### config.mk
export PLATFORM = sky130hd
export DESIGN_NAME = arp_query_arb_flat
export DESIGN_NICKNAME = d
export VERILOG_FILES = /design/src/rtl/arp_pkg.sv /design/src/rtl/arp_query_arb_if.sv /design/src/rtl/arp_query_arb_rr_arb2.sv /design/src/rtl/arp_query_arb.sv /design/src/flat_wrapper.sv
export SDC_FILE = /design/constraint.sdc
export NUM_CORES = 1
export LEC_CHECK = 0
export ABC_AREA = 1
export CELL_PAD_IN_SITES_DETAIL_PLACEMENT = 1
export CELL_PAD_IN_SITES_GLOBAL_PLACEMENT = 1
export CORE_MARGIN = 4
export CORE_UTILIZATION = 29
export CTS_CLUSTER_DIAMETER = 50
export DETAILED_ROUTE_END_ITERATION = 8
export PLACE_DENSITY_LB_ADDON = 0.08
export SLEW_MARGIN = 25
export SYNTH_ARGS = -nofsm -noshare
export SYNTH_HDL_FRONTEND = slang
export SYNTH_SLANG_ARGS = --single-unit
### constraint.sdc
create_clock -name clk -period 2.37 [get_ports clk]
set_input_delay 0.474 -clock clk [delete_from_list [all_inputs] [get_ports clk]]
set_output_delay 0.474 -clock clk [all_outputs]
set_load 0.1 [all_outputs]
### src/rtl/arp_pkg.sv
// Shared ARP query types: FSM encoding and IP/MAC widths.
// No logic; latency and backpressure are defined by the users of these types.
package arp_pkg;
  localparam int IP_W  = 32;
  localparam int MAC_W = 48;

  typedef enum logic [1:0] {
    IDLE    = 2'd0,
    ISSUE   = 2'd1,
    WAIT    = 2'd2,
    DELIVER = 2'd3
  } state_t;
endpackage

### src/rtl/arp_query_arb_if.sv
// Handshake bundle around arp_query_arb; slave = arbiter view, master = environment view.
// Pure wiring: adds no latency and no backpressure of its own.
interface arp_query_arb_if;
  import arp_pkg::*;

  logic             req0_ready_o, req0_valid_i;
  logic [IP_W-1:0]  req0_ip_i;
  logic             req1_ready_o, req1_valid_i;
  logic [IP_W-1:0]  req1_ip_i;
  logic             resp0_ready_i, resp0_valid_o, resp0_err_o;
  logic [MAC_W-1:0] resp0_mac_o;
  logic             resp1_ready_i, resp1_valid_o, resp1_err_o;
  logic [MAC_W-1:0] resp1_mac_o;
  logic             cache_req_ready_i, cache_req_valid_o;
  logic [IP_W-1:0]  cache_ip_o;
  logic             cache_resp_ready_o, cache_resp_valid_i, cache_err_i;
  logic [MAC_W-1:0] cache_mac_i;
  logic             arp_req_ready_i, arp_req_valid_o;
  logic [IP_W-1:0]  arp_req_ip_o;

  modport slave (
    output req0_ready_o, req1_ready_o,
    input  req0_valid_i, req0_ip_i, req1_valid_i, req1_ip_i,
    input  resp0_ready_i, resp1_ready_i,
    output resp0_valid_o, resp0_mac_o, resp0_err_o,
    output resp1_valid_o, resp1_mac_o, resp1_err_o,
    input  cache_req_ready_i,
    output cache_req_valid_o, cache_ip_o,
    output cache_resp_ready_o,
    input  cache_resp_valid_i, cache_mac_i, cache_err_i,
    input  arp_req_ready_i,
    output arp_req_valid_o, arp_req_ip_o
  );

  modport master (
    input  req0_ready_o, req1_ready_o,
    output req0_valid_i, req0_ip_i, req1_valid_i, req1_ip_i,
    output resp0_ready_i, resp1_ready_i,
    input  resp0_valid_o, resp0_mac_o, resp0_err_o,
    input  resp1_valid_o, resp1_mac_o, resp1_err_o,
    output cache_req_ready_i,
    input  cache_req_valid_o, cache_ip_o,
    input  cache_resp_ready_o,
    output cache_resp_valid_i, cache_mac_i, cache_err_i,
    output arp_req_ready_i,
    input  arp_req_valid_o, arp_req_ip_o
  );
endinterface

### src/rtl/arp_query_arb_rr_arb2.sv
// Two-way round-robin arbiter: combinational grant when enabled, registered last-grant.
// Zero latency; a requester not granted simply keeps requesting.
module rr_arb2 (
  input  logic       clk,
  input  logic       rst,
  input  logic [1:0] req,
  input  logic       en,
  output logic [1:0] grant
);
  logic last1;

  always_comb begin
    grant = 2'b00;
    if (en) begin
      if (req == 2'b11) grant = last1 ? 2'b01 : 2'b10;
      else              grant = req;
    end
  end

  // Reset to "requester 1 last" so requester 0 wins the first tie.
  always_ff @(posedge clk) begin
    if (rst)         last1 <= 1'b1;
    else if (|grant) last1 <= grant[1];
  end
endmodule

### src/rtl/arp_query_arb.sv
// Shares one ARP cache query port between two requesters; one query in flight; miss notifications with per-IP holdoff.
// Accept->cache_req next cycle, response one cycle after cache handshake; requester ready only in IDLE, misses dropped while one is pending.
module arp_query_arb
  import arp_pkg::*;
#(
  parameter int HoldoffCycles = 1000,
  parameter int HoldoffWidth  = 16
) (
  input logic           clk,
  input logic           rst,
  arp_query_arb_if.slave bus
);
  localparam logic [HoldoffWidth-1:0] HOLD_LOAD = HoldoffWidth'(HoldoffCycles);

  state_t             state;
  logic               owner;
  logic [IP_W-1:0]    ip_q, last_miss_ip, arp_ip_q;
  logic [MAC_W-1:0]   mac_q;
  logic               err_q;
  logic               cache_req_vld_q, cache_resp_rdy_q, resp0_vld_q, resp1_vld_q, arp_vld_q;
  logic [HoldoffWidth-1:0] holdoff;
  logic [1:0]         grant;
  logic               resp_taken, miss, raise;

  rr_arb2 u_rr (
    .clk   (clk),
    .rst   (rst),
    .req   ({bus.req1_valid_i, bus.req0_valid_i}),
    .en    (state == IDLE),
    .grant (grant)
  );

  assign bus.req0_ready_o       = grant[0];
  assign bus.req1_ready_o       = grant[1];
  assign bus.cache_req_valid_o  = cache_req_vld_q;
  assign bus.cache_ip_o         = ip_q;
  assign bus.cache_resp_ready_o = cache_resp_rdy_q;
  assign bus.resp0_valid_o      = resp0_vld_q;
  assign bus.resp1_valid_o      = resp1_vld_q;
  assign bus.resp0_mac_o        = mac_q;
  assign bus.resp1_mac_o        = mac_q;
  assign bus.resp0_err_o        = err_q;
  assign bus.resp1_err_o        = err_q;
  assign bus.arp_req_valid_o    = arp_vld_q;
  assign bus.arp_req_ip_o       = arp_ip_q;

  assign resp_taken = owner ? bus.resp1_ready_i : bus.resp0_ready_i;

  always_ff @(posedge clk) begin
    if (rst) begin
      state            <= IDLE;
      owner            <= 1'b0;
      ip_q             <= '0;
      mac_q            <= '0;
      err_q            <= 1'b0;
      cache_req_vld_q  <= 1'b0;
      cache_resp_rdy_q <= 1'b0;
      resp0_vld_q      <= 1'b0;
      resp1_vld_q      <= 1'b0;
    end else begin
      case (state)
        IDLE: if (|grant) begin
          ip_q            <= grant[0] ? bus.req0_ip_i : bus.req1_ip_i;
          owner           <= grant[1];
          cache_req_vld_q <= 1'b1;
          state           <= ISSUE;
        end
        ISSUE: if (bus.cache_req_ready_i) begin
          cache_req_vld_q  <= 1'b0;
          cache_resp_rdy_q <= 1'b1;
          state            <= WAIT;
        end
        WAIT: if (bus.cache_resp_valid_i) begin
          mac_q            <= bus.cache_mac_i;
          err_q            <= bus.cache_err_i;
          cache_resp_rdy_q <= 1'b0;
          resp0_vld_q      <= ~owner;
          resp1_vld_q      <= owner;
          state            <= DELIVER;
        end
        DELIVER: if (resp_taken) begin
          resp0_vld_q <= 1'b0;
          resp1_vld_q <= 1'b0;
          state       <= IDLE;
        end
        default: state <= IDLE;
      endcase
    end
  end

  // Notification path runs beside the FSM so a stalled generator never blocks delivery.
  assign miss  = (state == WAIT) && bus.cache_resp_valid_i && bus.cache_err_i;
  assign raise = miss && !((ip_q == last_miss_ip) && (holdoff != '0))
                      && !(arp_vld_q && !bus.arp_req_ready_i);

  always_ff @(posedge clk) begin
    if (rst) begin
      arp_vld_q    <= 1'b0;
      arp_ip_q     <= '0;
      last_miss_ip <= '0;
      holdoff      <= '0;
    end else begin
      if (raise) begin
        arp_vld_q    <= 1'b1;
        arp_ip_q     <= ip_q;
        last_miss_ip <= ip_q;
        holdoff      <= HOLD_LOAD;
      end else begin
        if (arp_vld_q && bus.arp_req_ready_i) arp_vld_q <= 1'b0;
        if (holdoff != '0)                    holdoff   <= holdoff - 1'b1;
      end
    end
  end
endmodule

### src/flat_wrapper.sv
// flat-port wrapper written by rule: the top's interface ports become plain ports
module arp_query_arb_flat import arp_pkg::*;
#(
  parameter int HoldoffCycles = 1000,
  parameter int HoldoffWidth  = 16
)
  (clk, rst, bus_req0_ready_o, bus_req1_ready_o, bus_req0_valid_i, bus_req0_ip_i, bus_req1_valid_i, bus_req1_ip_i, bus_resp0_ready_i, bus_resp1_ready_i, bus_resp0_valid_o, bus_resp0_mac_o, bus_resp0_err_o, bus_resp1_valid_o, bus_resp1_mac_o, bus_resp1_err_o, bus_cache_req_ready_i, bus_cache_req_valid_o, bus_cache_ip_o, bus_cache_resp_ready_o, bus_cache_resp_valid_i, bus_cache_mac_i, bus_cache_err_i, bus_arp_req_ready_i, bus_arp_req_valid_o, bus_arp_req_ip_o);
  arp_query_arb_if bus_i ();
  input logic clk;
  input logic rst;
  output wire logic [$bits(bus_i.req0_ready_o)-1:0] bus_req0_ready_o;
  output wire logic [$bits(bus_i.req1_ready_o)-1:0] bus_req1_ready_o;
  input wire logic [$bits(bus_i.req0_valid_i)-1:0] bus_req0_valid_i;
  input wire logic [$bits(bus_i.req0_ip_i)-1:0] bus_req0_ip_i;
  input wire logic [$bits(bus_i.req1_valid_i)-1:0] bus_req1_valid_i;
  input wire logic [$bits(bus_i.req1_ip_i)-1:0] bus_req1_ip_i;
  input wire logic [$bits(bus_i.resp0_ready_i)-1:0] bus_resp0_ready_i;
  input wire logic [$bits(bus_i.resp1_ready_i)-1:0] bus_resp1_ready_i;
  output wire logic [$bits(bus_i.resp0_valid_o)-1:0] bus_resp0_valid_o;
  output wire logic [$bits(bus_i.resp0_mac_o)-1:0] bus_resp0_mac_o;
  output wire logic [$bits(bus_i.resp0_err_o)-1:0] bus_resp0_err_o;
  output wire logic [$bits(bus_i.resp1_valid_o)-1:0] bus_resp1_valid_o;
  output wire logic [$bits(bus_i.resp1_mac_o)-1:0] bus_resp1_mac_o;
  output wire logic [$bits(bus_i.resp1_err_o)-1:0] bus_resp1_err_o;
  input wire logic [$bits(bus_i.cache_req_ready_i)-1:0] bus_cache_req_ready_i;
  output wire logic [$bits(bus_i.cache_req_valid_o)-1:0] bus_cache_req_valid_o;
  output wire logic [$bits(bus_i.cache_ip_o)-1:0] bus_cache_ip_o;
  output wire logic [$bits(bus_i.cache_resp_ready_o)-1:0] bus_cache_resp_ready_o;
  input wire logic [$bits(bus_i.cache_resp_valid_i)-1:0] bus_cache_resp_valid_i;
  input wire logic [$bits(bus_i.cache_mac_i)-1:0] bus_cache_mac_i;
  input wire logic [$bits(bus_i.cache_err_i)-1:0] bus_cache_err_i;
  input wire logic [$bits(bus_i.arp_req_ready_i)-1:0] bus_arp_req_ready_i;
  output wire logic [$bits(bus_i.arp_req_valid_o)-1:0] bus_arp_req_valid_o;
  output wire logic [$bits(bus_i.arp_req_ip_o)-1:0] bus_arp_req_ip_o;
  assign bus_req0_ready_o = bus_i.req0_ready_o;
  assign bus_req1_ready_o = bus_i.req1_ready_o;
  assign bus_i.req0_valid_i = bus_req0_valid_i;
  assign bus_i.req0_ip_i = bus_req0_ip_i;
  assign bus_i.req1_valid_i = bus_req1_valid_i;
  assign bus_i.req1_ip_i = bus_req1_ip_i;
  assign bus_i.resp0_ready_i = bus_resp0_ready_i;
  assign bus_i.resp1_ready_i = bus_resp1_ready_i;
  assign bus_resp0_valid_o = bus_i.resp0_valid_o;
  assign bus_resp0_mac_o = bus_i.resp0_mac_o;
  assign bus_resp0_err_o = bus_i.resp0_err_o;
  assign bus_resp1_valid_o = bus_i.resp1_valid_o;
  assign bus_resp1_mac_o = bus_i.resp1_mac_o;
  assign bus_resp1_err_o = bus_i.resp1_err_o;
  assign bus_i.cache_req_ready_i = bus_cache_req_ready_i;
  assign bus_cache_req_valid_o = bus_i.cache_req_valid_o;
  assign bus_cache_ip_o = bus_i.cache_ip_o;
  assign bus_cache_resp_ready_o = bus_i.cache_resp_ready_o;
  assign bus_i.cache_resp_valid_i = bus_cache_resp_valid_i;
  assign bus_i.cache_mac_i = bus_cache_mac_i;
  assign bus_i.cache_err_i = bus_cache_err_i;
  assign bus_i.arp_req_ready_i = bus_arp_req_ready_i;
  assign bus_arp_req_valid_o = bus_i.arp_req_valid_o;
  assign bus_arp_req_ip_o = bus_i.arp_req_ip_o;
  arp_query_arb #(.HoldoffCycles(HoldoffCycles), .HoldoffWidth(HoldoffWidth)) u_core (.clk(clk), .rst(rst), .bus(bus_i));
endmodule
==> impl_metrics.py <==
metrics = {
    "status": {
        "outcome": "finished clean",
    },
    "floorplan": {
        "io_pins": 291,
        "num_rows": 55,
        "die_area_sq_mm": 0.0259,
        "coreArea_sq_mm": 0.0228,
        "fp.dieW_um": 161,
        "start_util_pct": 29.7,
        "die_y_um": 161,
    },
    "global_routing": {
        "grt_pass1_vias": 6876,
        "use_met2_pct": 29.9,
        "overflow": 0,
        "grt_max_degree": 71,
        "grt_pass1_wl_um": 36300,
        "grt_use_met1_pct": 21.1,
        "grt_use_met3_pct": 5.06,
        "antenna_found_initial": 0,
        "grt_busiest_layer": "met2",
        "grt_use_total_pct": 17.3,
    },
    "cts": {
        "clock_latency_ns": 0.42,
        "cts_tree": "built",
        "postCtsSetupRepairBufs": 0,
        "clk_pin_slew_ns": 0.06,
        "htree_levels": 4,
        "clk_root_buffer_cell": "clkbuf_16",
        "clock_sinks": 138,
        "cts_hold_buf": 0,
        "cts_buffers": 17,
        "clockBufferDepth": 2,
        "ctsResizeCount": 0,
    },
    "routing": {
        "drtAntennaViolNets": 0,
        "vias": 6913,
        "drt_pass1_iterations": 4,
        "vias_per_cell": 4.47,
        "wl_per_cell_um": 14.7,
        "drtIter0Drc": 251,
        "routed_wl_um": 22800,
        "drc": 0,
    },
    "yosys": {
        "synthesis.area_sq_mm": 0.00677,
        "ys.flop_type": "dfxtp_1",
        "async_flop_share_pct": 0,
        "yosysUniqueCellTypes": 33,
        "yosysSeqAreaShare_pct": 40.8,
        "synth_seq_cells": 138,
        "yosysWarningCount": 0,
        "synth_area_per_cell_sq_um": 6.81,
        "synth_cells": 994,
        "synthTopCellsByArea": "dfxtp_1, nor2_1, nand2_1",
        "synth_top_area_share_pct": 40.8,
        "synth_area_leader_cell": "dfxtp_1",
        "synth_fp_nets": 1122,
        "synth_edf_count": 0,
    },
    "cells_and_area": {
        "drive_gt1_share_pct": 19.5,
        "stdcell_count": 1547,
        "ff_latch_area_sq_mm": 0.00276,
        "fin_area_sq_mm": 0.00991,
        "nNetsFinal": 1350,
        "nFillCells": 2881,
        "multi_input_area_sq_mm": 0.00303,
        "syn_to_final_growth_pct": 46.3,
        "antenna_cells": 0,
    },
    "worst_setup_path": {
        "critPathKind": "flop to primary output",
        "cp_max_fo": 4,
        "worstSetupStartpointType": "flop",
        "worstSetupEndpointType": "primary output",
        "crit_arrival_ns": 1.73,
        "cp.required_ns": 1.90,
        "crit_path_start": "u_core.state[0]$_SDFFE_PP0P_",
        "reg2reg_from": "u_core.holdoff[0]$_SDFFE_PP0P_",
    },
    "placement": {
        "numPortBuffers": 290,
        "place_area_sq_mm": 0.00932,
        "dpl.cell_count": 1516,
        "globalplace.congestion": 0.794,
        "dpl.hpwl_um": 17200,
    },
    "timing": {
        "min_period_ns": 2.20,
        "grt_setup_unrepaired": "false",
        "slew_headroom_pct": 63.0,
        "worst_pin_slew_ns": 0.554,
        "max_freq_mhz": 454,
        "tns_ns": 0,
        "finalMaxSlewViolations": 0,
        "finalSetupViolCount": 0,
        "finClkSkew_ns": 0.0110,
        "hold_viol": 0,
        "fin_crit_sh_pct": 92.9,
    },
    "pwr": {
        "p_leak_nw": 4.63,
        "power.total_mw": 14.6,
        "powerDensity_mw_per_mm2": 1470,
        "vdd_drop_max_uv": 596,
    },
    "hold_path": {
        "min_path_type": "flop to flop",
        "hold_start": "u_core.bus.cache_req_valid_o$_SDFFE_PP0P_",
    },
    "run": {
        "drv_cap": 0,
    },
}
## through the flow
stage          setup WS (ns)  util (%)  hold WS [ns]
6_report               0.168      43.5         0.494
3_3_place_gp           0.296      40.9         0.465
4_1_cts                0.104      43.5         0.507
5_1_grt               0.0110      43.5         0.529
2_1_floorplan          0.196         -         0.469
3_5_place_dp           0.251      40.9         0.490
## routing by layer
metal	wire (um)	up-vias
met2	10900	198
li1	-	3509
met4	354	0
met5	0	-
met1	10000	3183
met3	1560	23
## synthesized netlist by cell type, types with 2 or more instances
library cell  instances
nor2_1              211
nand2_1             198
dfxtp_1             138
inv_1               105
nand3_1              75
buf_4                52
o21ai_0              46
o211ai_1             33
clkbuf_1             29
a21oi_1              20
xor2_1               14
inv_2                 8
o21ai_1               8
xnor2_1               8
buf_1                 7
ha_1                  6
nand2_2               5
nor3_1                5
nor2_4                4
buf_2                 3
buf_6                 3
nand4_1               2
nor2_2                2
nor4_1                2
or2_2                 2
## final timing paths
| check | to | slack [ns] | cells past startpoint |
|---|---|---|---|
| max | bus_req0_ready_o | 0.17 | 5 |
| min | u_core.bus.cache_req_valid_o$_SDFFE_PP0P_ | 0.49 | 2 |
| max reg2reg | u_core.last_miss_ip[1]$_SDFFE_PP0P_ | 0.36 | 12 |
| min reg2reg | u_core.bus.cache_req_valid_o$_SDFFE_PP0P_ | 0.49 | 2 |
## where the power goes
group          leakage (nW)  internal (mW)  total (mW)  switching (mW)
combinational          3.21           2.07        8.37            6.30
clock                 0.293           1.67        2.71            1.03
sequential             1.13           2.90        3.48           0.580
## logic make-up after synthesis
logic type	after synthesis	synth area share, %
AND/OR/NAND/NOR	509	30.8
buffers and inverters	208	14.8
flip-flops	138	40.8
AO/OA/AOI/OAI	111	9.61
XOR/XNOR	22	2.85
adder cells (fa/ha/maj)	6	1.11
## flip-flops by register name (all words and copies together) (netlist names)
name                           count
u_core.bus.cache_resp_ready_o      1
u_core.bus.cache_ip_o             32
u_core.bus.resp0_mac_o            48
u_core.bus.resp0_valid_o           1
u_core.holdoff                    16
u_core.state                       2
u_core.bus.cache_req_valid_o       1
u_core.last_miss_ip               32
u_core.owner                       1
u_core.bus.arp_req_valid_o         1
u_core.bus.resp1_valid_o           1
u_core.bus.resp0_err_o             1
u_core.u_rr.last1                  1
## layout by cell type (no fill, tap or decap), drive strengths merged
cell / count
xnor2: 8
xor2: 14
nor4: 2
clkdlybuf4s50: 121
nand2: 203
a31o: 1
a21oi: 21
or2: 3
ha: 6
nand3: 76
o21bai: 1
dfxtp: 138
nor3: 5
nor2: 217
nand4: 2
a211oi: 1
bufinv: 3
nand3b: 1
clkbuf: 19
clkinv: 8
clkinvlp: 1
inv: 114
buf: 182
o211ai: 33
o21ai: 54
## worst max-delay path, cell delays in order (launching register included)
cell and delay (ns):
dfxtp_1 0.33, inv_1 0.13, ha_1 0.24, nand2_1 0.13
a21oi_4 0.26, buf_12 0.21
## area by class of cell
class,instances,share of cell area (%)
clock buffers,19,4.47
clock inverters,12,1.50
inverters,114,4.33
multi-input cells,648,30.6
flip-flops and latches,138,27.9
well taps,313,3.95
repair buffers,303,27.3
Power figures use the tool's default switching activity.
